===== src/rtl/bit_serial_alu_ctrl.sv =====
// rtl/bit_serial_alu_ctrl.sv - sequences a WIDTH-bit operation through an external 1-bit ALU slice, LSB first
module bit_serial_alu_ctrl #(
    parameter int WIDTH = 4
) (
    input  logic             clk,
    input  logic             rst_n,
    input  logic             req_valid,
    output logic             req_ready,
    input  logic [1:0]       op_m,
    input  logic [1:0]       op_c,
    input  logic [WIDTH-1:0] a,
    input  logic [WIDTH-1:0] b,
    input  logic             cin,
    output logic             s_M1,
    output logic             s_M0,
    output logic             s_C1,
    output logic             s_C0,
    output logic             s_A,
    output logic             s_B,
    output logic             s_Cin,
    input  logic             s_F,
    input  logic             s_Cout,
    output logic             rsp_valid,
    input  logic             rsp_ready,
    output logic [WIDTH-1:0] rsp_f,
    output logic             rsp_cout
);

    localparam int CW = $clog2(WIDTH);

    typedef enum logic [1:0] {
        IDLE = 2'd0,
        RUN  = 2'd1,
        DONE = 2'd2
    } state_t;

    state_t         state, state_nxt;
    logic [CW-1:0]  cnt;
    logic [WIDTH-1:0] a_sh, b_sh;
    logic           last_step;

    assign last_step = (cnt == CW'(WIDTH - 1));

    always_comb begin
        state_nxt = state;
        req_ready = 1'b0;
        rsp_valid = 1'b0;
        case (state)
            IDLE: begin
                req_ready = 1'b1;
                if (req_valid) state_nxt = RUN;
            end
            RUN: begin
                if (last_step) state_nxt = DONE;
            end
            DONE: begin
                rsp_valid = 1'b1;
                if (rsp_ready) state_nxt = IDLE;
            end
            default: state_nxt = IDLE;
        endcase
    end

    // Operands are shifted right each step so the next bit is always at index 1.
    // s_M*/s_C* double as the latched selects for the whole operation.
    always_ff @(posedge clk) begin
        if (!rst_n) begin
            state    <= IDLE;
            cnt      <= '0;
            a_sh     <= '0;
            b_sh     <= '0;
            rsp_f    <= '0;
            rsp_cout <= 1'b0;
            s_M1     <= 1'b0;
            s_M0     <= 1'b0;
            s_C1     <= 1'b0;
            s_C0     <= 1'b0;
            s_A      <= 1'b0;
            s_B      <= 1'b0;
            s_Cin    <= 1'b0;
        end else begin
            state <= state_nxt;
            case (state)
                IDLE: begin
                    if (req_valid) begin
                        cnt   <= '0;
                        a_sh  <= a;
                        b_sh  <= b;
                        s_M1  <= op_m[1];
                        s_M0  <= op_m[0];
                        s_C1  <= op_c[1];
                        s_C0  <= op_c[0];
                        s_A   <= a[0];
                        s_B   <= b[0];
                        s_Cin <= cin;
                    end
                end
                RUN: begin
                    rsp_f[cnt] <= s_F;
                    if (last_step) begin
                        rsp_cout <= s_Cout;
                        s_M1     <= 1'b0;
                        s_M0     <= 1'b0;
                        s_C1     <= 1'b0;
                        s_C0     <= 1'b0;
                        s_A      <= 1'b0;
                        s_B      <= 1'b0;
                        s_Cin    <= 1'b0;
                    end else begin
                        cnt   <= cnt + 1'b1;
                        a_sh  <= a_sh >> 1;
                        b_sh  <= b_sh >> 1;
                        s_A   <= a_sh[1];
                        s_B   <= b_sh[1];
                        s_Cin <= s_Cout;
                    end
                end
                default: ;
            endcase
        end
    end

endmodule


===== config.mk =====
export PLATFORM = sky130hd
export DESIGN_NAME = bit_serial_alu_ctrl
export DESIGN_NICKNAME = d
export VERILOG_FILES = /design/src/rtl/bit_serial_alu_ctrl.sv
export SDC_FILE = /design/constraint.sdc
export NUM_CORES = 1
export LEC_CHECK = 0
export CAP_MARGIN = 20
export CELL_PAD_IN_SITES_DETAIL_PLACEMENT = 1
export CELL_PAD_IN_SITES_GLOBAL_PLACEMENT = 2
export CORE_ASPECT_RATIO = 2
export CORE_UTILIZATION = 24
export CTS_CLUSTER_SIZE = 10
export DETAILED_ROUTE_END_ITERATION = 8
export PLACE_DENSITY_LB_ADDON = 0.1
export SLEW_MARGIN = 25
export SYNTH_ARGS = -nofsm -noshare
export SYNTH_HDL_FRONTEND = slang
export SYNTH_SLANG_ARGS = --single-unit

===== constraint.sdc =====
create_clock -name clk -period 1.5 [get_ports clk]
set_input_delay 0.45 -clock clk [delete_from_list [all_inputs] [get_ports clk]]
set_output_delay 0.45 -clock clk [all_outputs]
set_load 0.01 [all_outputs]

==> results.cfg, run 1 <==
[run_status]
status = completed

[drt]
wl_per_cell_um = 13.9
met2_length_um = 1540
drt-met1-wl_um = 1060
drt_iter0_drc = 17
antenna_left = 0
vias = 914
met3_length_um = 69
wl_um = 2690
dr.pass1.iters = 2
routed.top_layer = met4
routed_via_density = 4.71
post-route-drc-count = 0

[sta]
fin_crit_sh_pct = 96.4
max_freq_ghz = 0.692
setup_violations = 0
timing.hold.ws_ns = 0.474
fin_tns_setup_ns = 0
hold_viol_final = 0
worst_slew_pin_slew_ns = 0.266
maxSlewViolCount = 0
rsz0062_at_grt = false
finClkSkew_ns = 0.00557
period_needed_ns = 1.45
relSlewSlack_pct = 82.3

[global_routing]
antenna_found_initial = 0
grtUsageTotal_pct = 13.6
first_global_vias = 917
grt_pass1_wl_um = 4390
overflow = 0
grt_max_degree = 19

[worst_setup_path]
critical-path-max-stage-delay_ns = 0.37
crit_arrival_ns = 1.00
worst_path_max_delay_cell = dfxtp_4
crit_type = reg2out
path_delay_family = flip-flops
worstPathCellList = nor2b_4 > clkdlybuf4s15_2
critical_path_required_ns = 1.05
crit_path_start_kind = register
end_kind = output pin
crit_fanout = 4
path_buf_inv = 1

[clocking]
cts_max_level = 1
insertion_delay_ns = 0.26
cts-root-buf = clkbuf_8
clk_pin_slew_ns = 0.08
clk_path_buf_depth = 2
cts_tree = yes
hold_buffers = 0
cts.sinks = 22
cts_buffers = 3

[logic_synthesis]
synth_cells = 99
synth.top_cells.by_area = dfxtp_1, o221a_2, ha_1
synth_top_area_cell = dfxtp_1
synth_seq_cells = 22
netlist-cell-type-count = 27
synth_nets = 122
yosysTopAreaCellShare_pct = 43.9
syn_area_um2 = 1000
avgSynthCellArea_um2 = 10.1
ys_warn_count = 0
seq_area_frac_synth_pct = 43.9

[cells_and_area]
final_nets = 167
layout_commonest_cell = dfxtp_1
drive_gt1_share_pct = 23.8
final_cell_mix = dfxtp_1, clkdlybuf4s50_1, dlygate4sd2_1
fin_area_um2 = 1520
finalNonFillerCells = 194
n_fill_cell = 485
antenna_cells = 0
layout-area-overhead-vs-synth_pct = 51.5
seqCellArea_um2 = 445
multi_input_area_um2 = 527

[min_path]
hp-class = reg2reg

[floorplanning]
pin_count = 33
die_x_um = 47.7
die_area_um2 = 4460
fp.coreArea_um2 = 3920
initial_utilization_pct = 25.6
die_h_um = 93.4
row_count = 32

[flow_run]
cap_violations = 0

[placement]
placed_cells = 188
dp_hpwl_um = 2060
finalWeightedCongestion = 0.685
port_buffers = 32
placed_cell_area_um2 = 1450

[power_and_ir_drop]
power.density_nw_per_um2 = 871
ir_drop_v = 0.000488
p_leak_nw = 0.666
==> synthesized netlist by cell type, drive strengths merged <==
master and instances:
buf 4, o221a 7, nor2 8, dfxtp 22, clkbuf 1, o21a 4
mux2i 5, a21o 1, nor4b 1, o22ai 5, nor3 1, nand3b 4
and2 1, inv 4, or3b 1, nand2b 3, o21ba 1, nor2b 4
a32o 4, o31a 1, o32ai 1, a21oi 2, ha 4, nand2 10
==> state kept, by name, indices dropped and copies added, names as in the netlist, 2 cells and up <==
register	cells
rsp_f	4
a_sh	3
b_sh	3
cnt	2
state	2
==> path summary, 6_finish.rpt <==
path                         start                   end  slack, ns  cells past startpoint
max          state[1]$_SDFFE_PN0P_             rsp_valid       0.05                      2
min           a_sh[3]$_SDFFE_PN0P_  a_sh[3]$_SDFFE_PN0P_       0.47                      2
max reg2reg  state[0]$_SDFFE_PN0P_  a_sh[2]$_SDFFE_PN0P_       0.09                      4
min reg2reg   a_sh[3]$_SDFFE_PN0P_  a_sh[3]$_SDFFE_PN0P_       0.47                      2
==> where the power goes <==
group          leakage, nW  switching (mW)  internal (mW)
combinational        0.456           0.109          0.149
clock               0.0288           0.190          0.234
sequential           0.182          0.0223          0.620
total                0.666           0.322           1.00
==> per-stage QoR <==
step                worst slack [ns]  utilization, %  power, mW
finish                        0.0547            38.7       1.32
global route                 0.00423            38.7       1.40
CTS                         -0.00105            38.2       1.35
detailed placement            -0.313            37.0      0.928
global placement              -0.276            37.0      0.922
floorplan                      0.126               -      0.786
==> per-layer routing <==
| metal | vias up | track usage (%) |
|---|---|---|
| li1 | 447 | - |
| met2 | 16 | 23.3 |
| met4 | 0 | 4.86 |
| met1 | 449 | 16.2 |
| met3 | 2 | 1.74 |
| met5 | - | 0 |
==> logic make-up after synthesis <==
group           count (synthesis)  share of synthesized area, %
flops                          22                          43.9
fa+ha+maj                       4                          4.99
mux                             5                          4.99
simple gates                   33                          18.0
compound gates                 26                          23.6
buf+inv                         9                          4.61
==> timing repair <==
action / CTS / global route
pin swaps: 0 / 1
gates resized for setup: 22 / 4
setup endpoints to repair: 18 / 6
buffers inserted: 0 / 2
==> worst register-to-register path, stage by stage, from the launching register on <==
cell	delay, ns
dfxtp_2	0.39
buf_6	0.18
or3b_4	0.43
o21a_1	0.19
o221a_2	0.12
==> final cells by class <==
| cell class | count | area share (%) |
|---|---|---|
| clock buffers | 4 | 3.62 |
| repair buffers | 45 | 27.2 |
| multi-input cells | 68 | 34.7 |
| inverters | 4 | 0.988 |
| well taps | 51 | 4.20 |
| flip-flops and latches | 22 | 29.3 |
No activity file was read; power rests on OpenSTA's default activity.
==> inputs of run 2 (changes only) <==
--- a/config.mk
+++ b/config.mk
@@ -12,7 +12,10 @@
 export CORE_UTILIZATION = 24
 export CTS_CLUSTER_SIZE = 10
 export DETAILED_ROUTE_END_ITERATION = 8
+export MAX_ROUTING_LAYER = met4
 export PLACE_DENSITY_LB_ADDON = 0.1
+export RECOVER_POWER = 100
+export REMOVE_ABC_BUFFERS = 1
 export SLEW_MARGIN = 25
 export SYNTH_ARGS = -nofsm -noshare
 export SYNTH_HDL_FRONTEND = slang
==> run 2 against run 1 <==
Effect of this change: routed wire length increased by 2.3%; worst hold slack improved by 0.00074 ns; register-to-register slack about the same; final cell count decreased by 2.6%; combinational power decreased by 6%; first-iteration DRC count decreased by 41%; core utilization decreased by 2.1 points.
==> results.cfg, run 2 (synthesis results as in run 1) <==
[drt]
dr.pass1.iters = 4
routed_via_density = 4.70
wl_um = 2750
vias = 888
post-route-drc-count = 0
antenna_left = 0
drt_iter0_drc = 10
wl_per_cell_um = 14.6

[flow_run]
cap_violations = 0

[sta]
rsz0062_at_grt = false
hold_viol_final = 0
maxSlewViolCount = 0
timing.hold.ws_ns = 0.475
relSlewSlack_pct = 71.3
worst_slew_pin_slew_ns = 0.427
max_freq_ghz = 0.694
fin_crit_sh_pct = 96.1
period_needed_ns = 1.44
setup_ws_ns = 0.0592
setup_violations = 0
finClkSkew_ns = 0.00105

[min_path]
whs_path_depth = 2
hp-class = reg2reg

[worst_setup_path]
crit_start = state[0]$_SDFFE_PN0P_
critical_path_required_ns = 1.05
r2r.worst_path.cells = 4
path_delay_family = flip-flops
cp-endpoint = req_ready
path_buf_inv = 1
worstPathCellList = nor2_2 > clkdlybuf4s15_1
crit_fanout = 5
crit_cells = 2
rrSetupSlack_ns = 0.09
end_kind = output pin
timing.rr.end = a_sh[1]$_SDFFE_PN0P_
critical-path-max-stage-delay_ns = 0.35
crit_type = reg2out
r2r_start = cnt[0]$_SDFFE_PN0P_
crit_path_start_kind = register
worst_path_max_delay_cell = dfxtp_2
crit_arrival_ns = 0.99

[run_status]
status = completed

[power_and_ir_drop]
ir_drop_v = 0.000451
power.density_nw_per_um2 = 874
p_leak_nw = 0.622
p_total_mw = 1.26

[placement]
finalWeightedCongestion = 0.714
placed_cell_area_um2 = 1420
port_buffers = 32
dp_hpwl_um = 2250
dpl_worst_slack_ns = -0.301

[cells_and_area]
multi_input_area_um2 = 522
top_register = rsp_f
final_cell_mix = dfxtp_1, clkdlybuf4s50_1, dlygate4sd2_1
layout-area-overhead-vs-synth_pct = 43.4
layout_commonest_cell = dfxtp_1
final_nets = 163
largestRegisters = rsp_f: 4 flops, a_sh: 3 flops, b_sh: 3 flops
fin_area_um2 = 1440
n_fill_cell = 485
seqCellArea_um2 = 443
largest_reg_flops = 4
antenna_cells = 0
drive_gt1_share_pct = 16.7

[clocking]
cts-root-buf = clkbuf_8
post-cts-setup-buffer-count = 0
clk_path_buf_depth = 2
clk_pin_slew_ns = 0.08
cts.sinks = 22
hold_buffers = 0
cts_buffers = 3
insertion_delay_ns = 0.26
cts_max_level = 1
cts_tree = yes

[floorplanning]
die_x_um = 47.7
row_count = 32
initial_utilization_pct = 25.6
die_h_um = 93.4
pin_count = 33
die_area_um2 = 4460
fp.coreArea_um2 = 3920

[global_routing]
antenna_found_initial = 0
grt_max_degree = 14
grt_pass1_wl_um = 4270
grtUsageTotal_pct = 14.0
first_global_vias = 921
overflow = 0
[run 2: changes by cell type in the layout (fill, tap and decap cells not counted), sizes merged]
cell	before	now
buf	13	6
clkbuf	5	7
[run 2: through the flow]
stage	setup TNS [ns]	std cells	util [%]
CTS	-0.00573	189	37.1
floorplan	0	94	-
global route	0	189	36.7
finish	0	189	36.7
global placement	-3.59	186	36.3
detailed placement	-3.97	186	36.3
[run 2: worst min-delay path by stage]
stage	start	to	slack, ns
5_1_grt	a_sh[3]$_SDFFE_PN0P_	a_sh[3]$_SDFFE_PN0P_	0.51
3_3_place_gp	b_sh[3]$_SDFFE_PN0P_	b_sh[3]$_SDFFE_PN0P_	0.46
6_report	a_sh[3]$_SDFFE_PN0P_	a_sh[3]$_SDFFE_PN0P_	0.47
2_1_floorplan	a_sh[3]$_SDFFE_PN0P_	a_sh[3]$_SDFFE_PN0P_	0.45
3_5_place_dp	a_sh[3]$_SDFFE_PN0P_	a_sh[3]$_SDFFE_PN0P_	0.46
4_1_cts	a_sh[3]$_SDFFE_PN0P_	a_sh[3]$_SDFFE_PN0P_	0.48
[run 2: timing repair]
item / 4_1_cts / 5_1_grt
gates resized for setup: 21 / 2
pin swaps: 0 / 0
setup endpoints to repair: 16 / 1
[run 2: cell type report]
type / instances / share of cell area, %
clock buffers: 3 / 2.87
inverters: 4 / 1.04
multi-input cells: 68 / 36.3
flip-flops and latches: 22 / 30.8
well taps: 51 / 4.43
repair buffers: 41 / 24.6
[run 2: power breakdown]
| group | leakage, nW | switching (mW) | total, mW | internal, mW |
|---|---|---|---|---|
| registers | 0.181 | 0.0231 | 0.645 | 0.622 |
| clock network | 0.0216 | 0.190 | 0.370 | 0.179 |
| logic | 0.419 | 0.107 | 0.243 | 0.136 |
[run 2: tightest hold or removal path, stage by stage, from the launching register on]
cell	delay, ns
dfxtp_1	0.31
nand2_1	0.05
o22ai_1	0.06
[run 2: layer usage]
| metal | global-route usage, % | part of all wire, % |
|---|---|---|
| met5 | - | 0 |
| met2 | 25.7 | 59 |
| met4 | 6.25 | 1.9 |
| met1 | 13.2 | 36 |
| met3 | 1.74 | 2.8 |
==> inputs of run 3 (changes only) <==
--- a/config.mk
+++ b/config.mk
@@ -6,14 +6,11 @@
 export NUM_CORES = 1
 export LEC_CHECK = 0
 export CAP_MARGIN = 20
-export CELL_PAD_IN_SITES_DETAIL_PLACEMENT = 1
-export CELL_PAD_IN_SITES_GLOBAL_PLACEMENT = 2
-export CORE_ASPECT_RATIO = 2
-export CORE_UTILIZATION = 24
+export CORE_UTILIZATION = 40
 export CTS_CLUSTER_SIZE = 10
 export DETAILED_ROUTE_END_ITERATION = 8
 export MAX_ROUTING_LAYER = met4
-export PLACE_DENSITY_LB_ADDON = 0.1
+export PLACE_DENSITY = 0.74
 export RECOVER_POWER = 100
 export REMOVE_ABC_BUFFERS = 1
 export SLEW_MARGIN = 25
==> run 3 against run 2 <==
Effect of this change: final cell count fell by 13%; via count down 0.79%; sequential share of layout area is 1.2 points higher; clock power shrank 29%; routed wire length is 21% lower; non-clock buffer count fell by 2; total power shrank 8.8%; count of clock-buffer cells in the layout did not move; final area is 2.7% lower; maximum frequency grew 0.38%; sequential power about the same.
==> results.cfg, run 3 (synthesis results as in run 1) <==
[sta]
max_freq_ghz = 0.697
timing.hold.ws_ns = 0.487
relSlewSlack_pct = 72.3
fin_crit_sh_pct = 95.7
setup_violations = 0
period_needed_ns = 1.44
hold_viol_final = 0
worst_slew_pin_slew_ns = 0.412
maxSlewViolCount = 0
setup_ws_ns = 0.0647
finClkSkew_ns = 0.000784

[worst_setup_path]
critical_path_required_ns = 1.71
end_kind = register
crit_fanout = 13
crit_path_start_kind = register
crit_type = reg2reg
crit_arrival_ns = 1.65

[placement]
port_buffers = 32
placed_cells = 161
dpl_worst_slack_ns = -0.258
placed_cell_area_um2 = 1380
dp_hpwl_um = 1610
finalWeightedCongestion = 0.696

[clocking]
cts-root-buf = clkbuf_4
post-cts-setup-buffer-count = 0
ctsResizeCount = 22
cts.sinks = 22
insertion_delay_ns = 0.30
cts_max_level = 1
clk_pin_slew_ns = 0.11
clk_path_buf_depth = 2
cts_tree = yes
hold_buffers = 0
cts_buffers = 3

[run_status]
status = completed

[floorplanning]
die_h_um = 52.1
pin_count = 33
die_area_um2 = 2710
initial_utilization_pct = 43.7
fp.coreArea_um2 = 2300
row_count = 17
die_x_um = 52.1

[cells_and_area]
top_register = rsp_f
largestRegisters = rsp_f: 4 flops, a_sh: 3 flops, b_sh: 3 flops
finalNonFillerCells = 164
final_cell_mix = dfxtp_1, clkdlybuf4s50_1, dlygate4sd2_1
antenna_cells = 0
largest_reg_flops = 4
layout_commonest_cell = dfxtp_1
fin_area_um2 = 1400
final_nets = 161
drive_gt1_share_pct = 19.9
layout-area-overhead-vs-synth_pct = 39.5
n_fill_cell = 205

[power_and_ir_drop]
p_leak_nw = 0.618
p_total_mw = 1.15
power.density_nw_per_um2 = 819
ir_drop_v = 0.000639

[global_routing]
overflow = 0
grt_max_degree = 19
antenna_found_initial = 0
grt_pass1_wl_um = 3800
first_global_vias = 869
grtUsageTotal_pct = 19.6

[drt]
wl_um = 2180
routed_via_density = 5.37
antenna_left = 0
dr.pass1.iters = 4
post-route-drc-count = 0
drt_iter0_drc = 20
wl_per_cell_um = 13.3
vias = 881

[min_path]
hp-class = reg2reg

[flow_run]
cap_violations = 0
-- run 3: cell count changes in the layout (fill, tap and decap cells not counted), sizes merged --
cell,previous run,this run
dlygate4sd2,13,12
clkdlybuf4s15,1,0
clkbuf,7,4
clkdlybuf4s50,17,18
buf,6,8
-- run 3: path summary, 6_finish.rpt --
| path | start | endpoint | slack [ns] | depth (start not counted) |
|---|---|---|---|---|
| hold reg to reg | a_sh[3]$_SDFFE_PN0P_ | a_sh[3]$_SDFFE_PN0P_ | 0.49 | 2 |
| setup / recovery | state[0]$_SDFFE_PN0P_ | a_sh[2]$_SDFFE_PN0P_ | 0.06 | 4 |
| setup reg to reg | state[0]$_SDFFE_PN0P_ | a_sh[2]$_SDFFE_PN0P_ | 0.06 | 4 |
| hold / removal | a_sh[3]$_SDFFE_PN0P_ | a_sh[3]$_SDFFE_PN0P_ | 0.49 | 2 |
-- run 3: report_power, final --
part           switching [mW]  internal [mW]
Sequential             0.0240          0.620
Combinational           0.102          0.137
Clock                   0.170         0.0939
-- run 3: layer usage --
| metal | share of wire [%] | global-route usage (%) |
|---|---|---|
| met1 | 47 | 23.9 |
| met2 | 45 | 31.6 |
| met3 | 5.5 | 2.63 |
| met4 | 2.1 | 9.46 |
| met5 | 0 | - |
-- run 3: layout make-up --
class                           instances  area [um2]  share of cell area, %
Tap cell                               28        35.0                   2.50
Timing Repair Buffer                   39         348                   24.8
Multi-Input combinational cell         68         532                   38.0
Clock buffer                            3        22.5                   1.61
Sequential cell                        22         448                   32.0
Inverter                                4        15.0                   1.07
-- run 3: critical path: stages (launching register included) --
cell     delay, ns
dfxtp_4       0.40
buf_4         0.19
or3b_4        0.43
o21a_1        0.19
o221a_2       0.12
-- run 3: metrics by stage --
stage | TNS (ns) | utilization [%]
3_5_place_dp | -3.15 | 60.1
5_1_grt | -0.00392 | 60.9
6_report | 0 | 60.9
2_1_floorplan | 0 | -
3_3_place_gp | -2.74 | 60.1
4_1_cts | 0 | 60.8
